### src/rtl/mem_seq_pkg.sv
// mem_seq_pkg: shared types and defaults for the Mini-SRC memory-path sequencer.
// Holds the sequencer state encoding, the latched-operation encoding, the
// default timeout limits and the request-priority helper.

package mem_seq_pkg;

    // Sequencer states; ERR is only reachable when MEM_TIMEOUT_EN is defined.
    typedef enum logic [2:0] {
        ST_IDLE  = 3'd0,
        ST_ADDR  = 3'd1,
        ST_DATA  = 3'd2,
        ST_MEM   = 3'd3,
        ST_LATCH = 3'd4,
        ST_XFER  = 3'd5,
        ST_DONE  = 3'd6,
        ST_ERR   = 3'd7
    } state_e;

    // Operation latched at accept time and held until DONE/ERR.
    typedef enum logic [1:0] {
        OP_NONE  = 2'd0,
        OP_FETCH = 2'd1,
        OP_LOAD  = 2'd2,
        OP_STORE = 2'd3
    } op_e;

    // Maximum MEM cycles without ack before giving up (timeout build only).
    localparam int DEF_TIMEOUT_CYCLES = 15;
    // Width of the wait counter; 2**DEF_CNT_W must exceed the limit.
    localparam int DEF_CNT_W          = 8;

    // Fixed request priority: fetch > load > store.
    function automatic op_e pick_op(input logic i_fetch, input logic i_load, input logic i_store);
        if (i_fetch) begin
            return OP_FETCH;
        end else if (i_load) begin
            return OP_LOAD;
        end else if (i_store) begin
            return OP_STORE;
        end
        return OP_NONE;
    endfunction

endpackage

### src/rtl/mem_wait_timer.sv
// mem_wait_timer: counts MEM cycles spent waiting for mem_ack and flags the
// cycle in which the wait limit is hit without an ack. The counter is held at
// zero outside MEM, so it always starts from zero on MEM entry. Used by
// mem_seq_ctrl only when MEM_TIMEOUT_EN is defined.

module mem_wait_timer
    import mem_seq_pkg::*;
#(
    parameter int LIMIT = DEF_TIMEOUT_CYCLES,
    parameter int CNT_W = DEF_CNT_W
) (
    input  logic i_clock,
    input  logic i_clear,
    input  logic i_in_mem,
    input  logic i_mem_ack,
    output logic o_expired
);

    // r_cnt = number of MEM cycles already completed without ack, so the
    // current MEM cycle is the LIMIT-th one when r_cnt == LIMIT-1.
    localparam logic [CNT_W-1:0] LIMIT_M1 = CNT_W'(LIMIT - 1);

    logic [CNT_W-1:0] r_cnt;

    // Clear outside MEM, count each MEM cycle that ends without ack.
    always_ff @(posedge i_clock or negedge i_clear) begin
        if (!i_clear) begin
            r_cnt <= '0;
        end else if (!i_in_mem) begin
            r_cnt <= '0;
        end else if (!i_mem_ack) begin
            r_cnt <= r_cnt + 1'b1;
        end
    end

    // An ack on the limit cycle wins, so expiry requires mem_ack low.
    assign o_expired = i_in_mem && !i_mem_ack && (r_cnt == LIMIT_M1);

endmodule

### src/rtl/mem_seq_ctrl.sv
// mem_seq_ctrl: Mini-SRC memory-path control sequencer.
// Accepts fetch/load/store requests in IDLE (fetch > load > store), then walks
// ADDR -> [DATA] -> MEM -> [LATCH -> XFER] -> DONE, driving the PC/MAR/MDR/IR
// and destination-register enables and the memory read/write strobes.
// All outputs are decoded from registered state and the latched op only.
// Optional feature: define MEM_TIMEOUT_EN to bound the MEM wait to
// TIMEOUT_CYCLES cycles (ERR state, one-cycle err pulse); without it MEM waits
// for mem_ack indefinitely and err is constant 0.

module mem_seq_ctrl
    import mem_seq_pkg::*;
#(
    parameter int TIMEOUT_CYCLES = DEF_TIMEOUT_CYCLES,
    parameter int CNT_W          = DEF_CNT_W
) (
    input  logic clock,
    input  logic clear,
    input  logic fetch_req,
    input  logic load_req,
    input  logic store_req,
    input  logic mem_ack,
    output logic busy,
    output logic done,
    output logic err,
    output logic pc_out,
    output logic inc_pc,
    output logic ea_out,
    output logic rb_out,
    output logic mar_in,
    output logic mdr_in,
    output logic mdr_read,
    output logic mdr_out,
    output logic ir_in,
    output logic rd_in,
    output logic mem_read,
    output logic mem_write
);

    // Elaboration-time guard on the timeout configuration.
    if (TIMEOUT_CYCLES < 1 || TIMEOUT_CYCLES > 255 || (1 << CNT_W) <= TIMEOUT_CYCLES) begin : g_bad_cfg
        $error("mem_seq_ctrl: TIMEOUT_CYCLES must be 1..255 and below 2**CNT_W");
    end

    state_e r_state;
    state_e w_next_state;
    op_e    r_op;
    op_e    w_next_op;
    op_e    w_req_op;
    logic   w_timeout;

    assign w_req_op = pick_op(fetch_req, load_req, store_req);

`ifdef MEM_TIMEOUT_EN
    logic w_in_mem;

    assign w_in_mem = (r_state == ST_MEM);

    mem_wait_timer #(
        .LIMIT (TIMEOUT_CYCLES),
        .CNT_W (CNT_W)
    ) u_wait_timer (
        .i_clock   (clock),
        .i_clear   (clear),
        .i_in_mem  (w_in_mem),
        .i_mem_ack (mem_ack),
        .o_expired (w_timeout)
    );
`else
    // Without the timeout feature MEM only leaves on mem_ack.
    assign w_timeout = 1'b0;
`endif

    // State register: asynchronous clear returns to IDLE immediately.
    always_ff @(posedge clock or negedge clear) begin
        // NOTE: state registers use non-blocking (<=) so every flop samples pre-edge values.
        if (!clear) begin
            r_state <= ST_IDLE;
        end else begin
            r_state <= w_next_state;
        end
    end

    // Latched operation: captured on accept, dropped on DONE/ERR or clear.
    always_ff @(posedge clock or negedge clear) begin
        if (!clear) begin
            r_op <= OP_NONE;
        end else begin
            r_op <= w_next_op;
        end
    end

    // Next-state and next-op decode.
    always_comb begin
        // NOTE: defaults first so every path assigns every output and no latch is inferred.
        w_next_state = r_state;
        w_next_op    = r_op;
        case (r_state)
            ST_IDLE: begin
                if (w_req_op != OP_NONE) begin
                    w_next_op    = w_req_op;
                    w_next_state = ST_ADDR;
                end
            end
            ST_ADDR: begin
                w_next_state = (r_op == OP_STORE) ? ST_DATA : ST_MEM;
            end
            ST_DATA: begin
                w_next_state = ST_MEM;
            end
            ST_MEM: begin
                if (mem_ack) begin
                    w_next_state = (r_op == OP_STORE) ? ST_DONE : ST_LATCH;
                end else if (w_timeout) begin
                    w_next_state = ST_ERR;
                end
            end
            ST_LATCH: begin
                w_next_state = ST_XFER;
            end
            ST_XFER: begin
                w_next_state = ST_DONE;
            end
            ST_DONE: begin
                w_next_op    = OP_NONE;
                w_next_state = ST_IDLE;
            end
            ST_ERR: begin
                w_next_op    = OP_NONE;
                w_next_state = ST_IDLE;
            end
            default: begin
                w_next_op    = OP_NONE;
                w_next_state = ST_IDLE;
            end
        endcase
    end

    // Moore output decode from registered state and latched op.
    always_comb begin
        busy      = (r_state != ST_IDLE);
        done      = 1'b0;
        err       = 1'b0;
        pc_out    = 1'b0;
        inc_pc    = 1'b0;
        ea_out    = 1'b0;
        rb_out    = 1'b0;
        mar_in    = 1'b0;
        mdr_in    = 1'b0;
        mdr_read  = 1'b0;
        mdr_out   = 1'b0;
        ir_in     = 1'b0;
        rd_in     = 1'b0;
        mem_read  = 1'b0;
        mem_write = 1'b0;
        case (r_state)
            ST_ADDR: begin
                // MAR takes the old PC on the same edge PC increments.
                mar_in = 1'b1;
                if (r_op == OP_FETCH) begin
                    pc_out = 1'b1;
                    inc_pc = 1'b1;
                end else begin
                    ea_out = 1'b1;
                end
            end
            ST_DATA: begin
                // Store data enters MDR from the bus (mdr_read stays 0).
                rb_out = 1'b1;
                mdr_in = 1'b1;
            end
            ST_MEM: begin
                if (r_op == OP_STORE) begin
                    mem_write = 1'b1;
                end else begin
                    mem_read = 1'b1;
                end
            end
            ST_LATCH: begin
                mdr_in   = 1'b1;
                mdr_read = 1'b1;
            end
            ST_XFER: begin
                mdr_out = 1'b1;
                if (r_op == OP_FETCH) begin
                    ir_in = 1'b1;
                end else if (r_op == OP_LOAD) begin
                    rd_in = 1'b1;
                end
            end
            ST_DONE: begin
                done = 1'b1;
            end
            ST_ERR: begin
`ifdef MEM_TIMEOUT_EN
                err = 1'b1;
`endif
            end
            default: begin
            end
        endcase
    end

`ifndef SYNTHESIS
    // Only one source may drive the shared bus in any cycle.
    a_bus_exclusive: assert property (@(posedge clock) disable iff (!clear)
        $onehot0({pc_out, ea_out, rb_out, mdr_out}));

    // Read and write strobes are never raised together.
    a_strobe_exclusive: assert property (@(posedge clock) disable iff (!clear)
        !(mem_read && mem_write));
`endif

endmodule

### config.mk
export PLATFORM = sky130hd
export DESIGN_NAME = mem_seq_ctrl
export DESIGN_NICKNAME = d
export VERILOG_FILES = /design/src/rtl/mem_seq_pkg.sv /design/src/rtl/mem_wait_timer.sv /design/src/rtl/mem_seq_ctrl.sv
export SDC_FILE = /design/constraint.sdc
export NUM_CORES = 1
export LEC_CHECK = 0
export BUFFER_PORTS_ARGS = -buffer_cell sky130_fd_sc_hd__buf_4
export CAP_MARGIN = 20
export CORE_AREA = 2 2 39 41
export CTS_BUF_LIST = sky130_fd_sc_hd__clkbuf_4 sky130_fd_sc_hd__clkbuf_8
export DETAILED_ROUTE_END_ITERATION = 7
export DIE_AREA = 0 0 41 43
export GPL_ROUTABILITY_DRIVEN = 0
export HOLD_SLACK_MARGIN = 0.06
export SYNTH_ARGS = -nofsm -noshare
export SYNTH_HDL_FRONTEND = slang
export SYNTH_SLANG_ARGS = --single-unit
export TNS_END_PERCENT = 30
### constraint.sdc
create_clock -name clock -period 2.3 [get_ports clock]
set_clock_uncertainty 0.2 [all_clocks]
set_input_delay 0.46 -clock clock [delete_from_list [all_inputs] [get_ports clock]]
set_output_delay 0.46 -clock clock [all_outputs]
set_load 0.1 [all_outputs]
## Word level (Yosys, flattened, before mapping)

Cells that the tools add are included.

- Register bits: 5
- Bits of input ports: 6
- Output and inout port bits: 15

- Eq/ne operators: 12
- Multiplexer cells: 32
- Reduce and logical (&&, ||, !) cells: 8

Operators by type and width:

| operator | count |
|---|---|
| $mux 1 | 22 |
| $pmux 3 s7 | 1 |
| $eq 3x3->1 const B | 4 |
| $mux 2 | 6 |
| $eq 3x2->1 const B | 2 |
| $mux 3 | 2 |
| $eq 2x2->1 const B | 2 |
| $ne 2x2->1 const B | 2 |
| $pmux 2 s2 | 1 |
| $reduce_and 2->1 | 2 |
| $reduce_bool 2->1 | 2 |
| $reduce_or 2->1 | 2 |
| $eq 3x1->1 const B | 1 |
| $logic_not 3->1 | 1 |
| $reduce_bool 3->1 | 1 |
| $eq 2x1->1 const B | 1 |

## Logic depth before layout (Yosys ltp)

Gate-level depths: netlist of the first run.

- Depth after elaboration: 7
- Mapped depth: 5

## Worst setup path after synthesis of the first run

Ideal clock, no wire load.

- Path kind: register -> output
- From: register r_state[1]
- To: output rd_in
- Arrival time: 2.783 ns
- Setup slack: -1.143 ns
- Stages on the path, launching flop included: 4
- Path buffers: 1
- Cell sequence: dfrtp_1 -> buf_2 -> nand3b_1 -> nor3_1

- Word-level cells in the longest chain between the ends: 2

Ends and longest elaborated chain:

| item | line | RTL |
|---|---|---|
| start, declared | mem_seq_ctrl.sv:44 | `state_e r_state;` |
| start signal, assigned | mem_seq_ctrl.sv:79 | `r_state <= w_next_state;` |
| $eq 3x3->1 | mem_seq_ctrl.sv:155 | `case (r_state)` |
| $mux 1 | mem_seq_ctrl.sv:155 |  |
| end, declared | mem_seq_ctrl.sv:34 | `output logic rd_in,` |

No other way between the ends.

## Final worst setup path of the first run

- From: register r_state[0]
- To: output ea_out

- Word-level cells in the longest chain between the ends: 2

Ends and longest elaborated chain:

| item | line | RTL |
|---|---|---|
| $eq 3x1->1 | mem_seq_ctrl.sv:155 |  |
| $mux 1 | mem_seq_ctrl.sv:155 |  |
| end, declared | mem_seq_ctrl.sv:27 | `output logic ea_out,` |

No other way between the ends.

==> results of run 1 <==
-- cell families (layout without fill, tap and decap cells) --
family | count (synthesis) | in the layout | synth area share, %
simple gates | 23 | 23 | 31.5
compound gates | 12 | 12 | 20.8
buf+inv | 10 | 29 | 14.3
flops | 5 | 5 | 32.5
other cells | 1 | 1 | 0.973
-- synthesized netlist by cell type --
| master | number |
|---|---|
| o221a_2 | 1 |
| inv_1 | 4 |
| a21bo_2 | 1 |
| a222oi_1 | 1 |
| nor2_1 | 9 |
| nand3_1 | 1 |
| o21ai_0 | 1 |
| nand3b_1 | 2 |
| or2b_1 | 1 |
| o21ai_1 | 1 |
| nor3_4 | 1 |
| inv_2 | 1 |
| nand2b_1 | 3 |
| a21oi_1 | 5 |
| nand2_1 | 4 |
| a31oi_1 | 1 |
| buf_6 | 1 |
| buf_2 | 2 |
| dfrtp_1 | 5 |
| nor3_1 | 2 |
| buf_4 | 2 |
| o211ai_1 | 1 |
| conb_1 | 1 |
-- stage by stage --
step / setup TNS, ns / setup WS [ns] / instances / hold WS, ns / instance area, um2
4_1_cts: 0 / 0.119 / 86 / 0.235 / 572
3_3_place_gp: 0 / 0.417 / 81 / 0.0640 / 532
6_report: 0 / 0.128 / 86 / 0.230 / 572
3_5_place_dp: 0 / 0.408 / 81 / 0.0655 / 532
2_1_floorplan: -2.51 / -0.518 / 51 / -0.0356 / 409
5_1_grt: 0 / 0.0276 / 86 / 0.252 / 572
-- area by class of cell --
| class | count | share of cell area [%] |
|---|---|---|
| flip-flops and latches | 5 | 21.9 |
| well taps | 16 | 3.50 |
| clock buffers | 4 | 5.25 |
| inverters | 5 | 3.28 |
| repair buffers | 20 | 26.7 |
| multi-input cells | 36 | 39.4 |
-- layout by cell type, fill, tap and decap left out --
cell           Yosys  routed
nor3_2             0       1
nand3_1            1       1
conb_1             1       1
dfrtp_1            5       5
nand3b_1           2       2
clkbuf_4           0       4
nor3_4             1       1
nand2_1            4       4
o211ai_1           1       1
nand2b_1           3       3
or2b_1             1       1
dlygate4sd3_1      0       1
a31oi_1            1       1
a21bo_2            1       1
inv_2              1       1
nor2_4             0       1
nor2_1             9       8
o21ai_1            1       1
nor3_1             2       1
a222oi_1           1       1
o221a_2            1       1
buf_4              2      19
o21ai_0            1       1
a21oi_1            5       3
a21oi_2            0       2
inv_1              4       4
-- state kept, by name, indices dropped and copies added (netlist names) --
register	flops
r_op	2
r_state	3
-- worst register-to-register path, stage by stage (launching register included) --
cell,delay (ns)
dfrtp_1,0.48
nor3_4,0.29
inv_2,0.07
o221a_2,0.28
-- final timing paths --
path,from,to,slack [ns],cells past startpoint
max in group asynchronous,clear,r_op[1],1.44,2
hold / removal,fetch_req,r_op[1],0.23,2
setup / recovery,r_state[0],ea_out,0.13,3
hold reg to reg,r_op[1],r_op[1],0.50,2
setup reg to reg,r_state[2],r_op[0],0.87,3
min in group asynchronous,clear,r_op[0],0.35,2
-- routing by layer --
metal,vias up,GRT usage [%]
li1,206,-
met1,174,16.0
met2,14,20.3
met3,2,3.14
met4,0,12.0
met5,-,0
==> metrics.txt, run 1 <==
ranking of synthesized cells by area=dfrtp_1 32%, nor2_1 8.8%, a21oi_1 6.5%; Worst setup EP type=output port; Setup CP Type=reg2out; CTS buffer count=3; top routing layer in use=met4; Buf/Inv on CP=1; area occupied by multi-input gates=225 um2; clock-pin slew on the worst setup and hold paths=0.04 ns; critical path's top delay family=flip-flops; first-pass iteration count of the detailed router=4; Detailed Route WL=941 um; Crit Path Max Fanout=11; met1 WL=399 um; antenna cells=0; vias per std cell=4.60; WP data arrival=1.51 ns; gr usage total=13.9%; antenna-violating nets left=0; final slew viol count=0; Finished Core Util=41.3%; Period minus WS final=2.17 ns; # rows=14; initial cell density of the core=27.8%; Fmax=460 MHz; post-synth cell types=23; drt drc=0; die width=41 um; WP data required=1.64 ns; 1st-iter DRT viols=11; layout cells sized above 1=44.3%; Yosys top cell by area=dfrtp_1; total global routing overflow=0; die area=0.00176 mm2; Area Growth Syn to Fin=48.4%; syn_nets=57; CTS tree=built; CP Cell Sequence=nand2_1 > a21oi_2 > buf_4; Post-CTS Setup Bufs=0; DP HPWL=684 um; Max Buffers Root-to-Sink=2; Post-Synthesis Cells=51; clock tree sinks=5; nets=77; wire length on met3=61 um; sequential fraction of the synthesis area=32.5%; vias in the first global route=402; Die H=43 um; post_cts resized=0; via count=396; I/O pin count=21; Final Hold Viols=0; CP max stage cell=dfrtp_1; Avg WL per Cell=10.9 um; Final period util=94.5%; number of fill cells in the layout=136; register area=125 um2; clock latency at the later pin of the worst-skew pair=0.25 ns; routed wl met2=456 um; core area=0.00138 mm2; Cell Area, Synth=385 um2; initial antenna violation count=0; number of port buffers=19; max_cap viols=0; min-delay worst type=in2reg; RSZ-0062 raised after global routing=false; Syn. warnings=0; status=completed; Yosys top cell area share=32.5%; CTS Hold Bufs=1; type of origin of the critical path=flop; largest net degree at the start of global routing=12; first-pass GRT wire length=1600 um; CP peak stage delay=0.57 ns; Yosys reg bits=5; Final setup viols=0; H-tree Lvls=1; Post-Synthesis Mean Instance Area=7.56 um2; Root Buffer=clkbuf_4
Power of run 1 is not shown: default switching activity piles up to over one toggle a cycle in this logic, so the estimate is an artifact.
==> run 2, diff against run 1 <==
==> constraint.sdc (replaced) <==
create_clock -name clock -period 2.2 [get_ports clock]
set_clock_uncertainty 0.2 [all_clocks]
set_input_delay 0.44 -clock clock [delete_from_list [all_inputs] [get_ports clock]]
set_output_delay 0.44 -clock clock [all_outputs]
set_load 0.005 [all_outputs]
==> run 2 against run 1 <==
Effect of this change: utilization down 1.6 points; first-iteration DRC count up 36%; global-route usage shrank 2.8 points; via count is 3.0% higher; critical endpoint is now mdr_in.
==> metrics.txt, run 2 (synthesized netlist as in run 1, its figures left out) <==
R2R cell count=3; initial cell density of the core=27.8%; first-pass iteration count of the detailed router=4; layout cells sized above 1=38.6%; DP HPWL=675 um; number of port buffers=19; placed cells=81; Fmax=508 MHz; flop-to-flop setup slack=0.77 ns; max reg flops=3; Root Buffer=clkbuf_4; CTS tree=built; power per cell area=1290 mW/mm2; gr usage total=11.1%; H-tree Lvls=1; CTS buffer count=3; RSZ-0062 raised after global routing=false; Crit Path Max Fanout=10; worst setup path endpoint=mdr_in; Non-Filler Instances=86; drt drc=0; area occupied by multi-input gates=205 um2; WP data arrival=1.33 ns; 1st-iter DRT viols=15; largest reg by FF count=r_state; vias per std cell=4.74; min-delay worst type=in2reg; Period minus WS final=1.97 ns; leak pwr=0.279 nW; core area=0.00138 mm2; antenna-violating nets left=0; Worst setup EP type=output port; RR Endpoint=r_op[0]; post_cts resized=0; commonest non-fill, non-tap cell in the layout=buf_4; Final setup viols=0; setup tns final=0 ns; most frequent cells in the layout=19 x buf_4, 9 x nor2_1, 5 x a21oi_1, 5 x dfrtp_1; Top Registers=r_state: 3 flops, r_op: 2 flops; max_cap viols=0; via count=408; Setup CP Type=reg2out; Finished Core Util=39.7%; Final Hold Viols=0; initial antenna violation count=0; antenna cells=0; Final period util=89.4%; clock latency at the later pin of the worst-skew pair=0.25 ns; total global routing overflow=0; Detailed Route WL=853 um; Critical path origin=r_state[2]; clock tree sinks=5; die area=0.00176 mm2; worst IR drop on VDD=0.497 mV; Die H=43 um; WP data required=1.56 ns; I/O pin count=21; type of origin of the critical path=flop; clock-pin slew on the worst setup and hold paths=0.05 ns; Avg WL per Cell=9.92 um; register area=125 um2; final slew viol count=0; vias in the first global route=295; # rows=14; nets=77; number of fill cells in the layout=154; die width=41 um; status=completed; Reg-to-Reg Start=r_state[2]; first-pass GRT wire length=1260 um; Max Buffers Root-to-Sink=2; Area Growth Syn to Fin=42.5%; largest net degree at the start of global routing=12
[run 2: changes by cell type in the layout (fill, tap and decap cells not counted), sizes merged]
cell    before  now
clkbuf       4    3
clkinv       0    1
[run 2: timing repair]
action,in CTS,in global routing
hold buffers,1,0
hold endpoints to repair,5,0
setup buffers,0,0
[run 2: layer usage]
metal  vias up  global-route usage (%)  wire length, um
li1        206                       -                -
met1       187                    13.7              369
met2        13                    14.7              407
met3         2                    6.28               72
met4         0                    6.00                4
met5         -                       0                0
[run 2: critical path, cell delays in order, from the launching register on]
cell and delay [ns]:
dfrtp_1 0.51, or2b_1 0.29, a21oi_1 0.15, buf_4 0.13
[run 2: final cells by class]
class                      instances  share of cell area (%)
multi-input combinational         36                    37.4
timing repair buffer              20                    27.8
sequential                         5                    22.8
clock buffer                       3                    4.10
tap                               16                    3.64
inverter                           5                    3.42
clock inverter                     1                   0.911
[run 2: worst min-delay path by stage]
stage | startpoint | to | slack (ns) | depth (start not counted)
after floorplan | clear | r_op[0] | -0.06 | 0
after global placement | clear | r_state[1] | 0.04 | 1
after detailed placement | clear | r_state[2] | 0.04 | 1
after CTS | fetch_req | r_op[1] | 0.22 | 2
after global routing | fetch_req | r_op[1] | 0.22 | 2
final | fetch_req | r_op[1] | 0.22 | 2
[run 2: power breakdown]
part           switching, mW  internal, mW
registers              0.103         0.136
clock network         0.0447        0.0661
logic                  0.154         0.207
total                  0.301         0.409
[run 2: stage by stage]
step	setup slack (ns)	power (mW)	hold WS [ns]	area, um2
4_1_cts	0.225	0.722	0.219	549
6_report	0.232	0.710	0.222	549
5_1_grt	0.132	0.784	0.221	549
2_1_floorplan	0.562	0.465	-0.0556	385
3_3_place_gp	0.514	0.603	0.0432	512
3_5_place_dp	0.500	0.606	0.0431	512
Power figures use the tool's default switching activity.
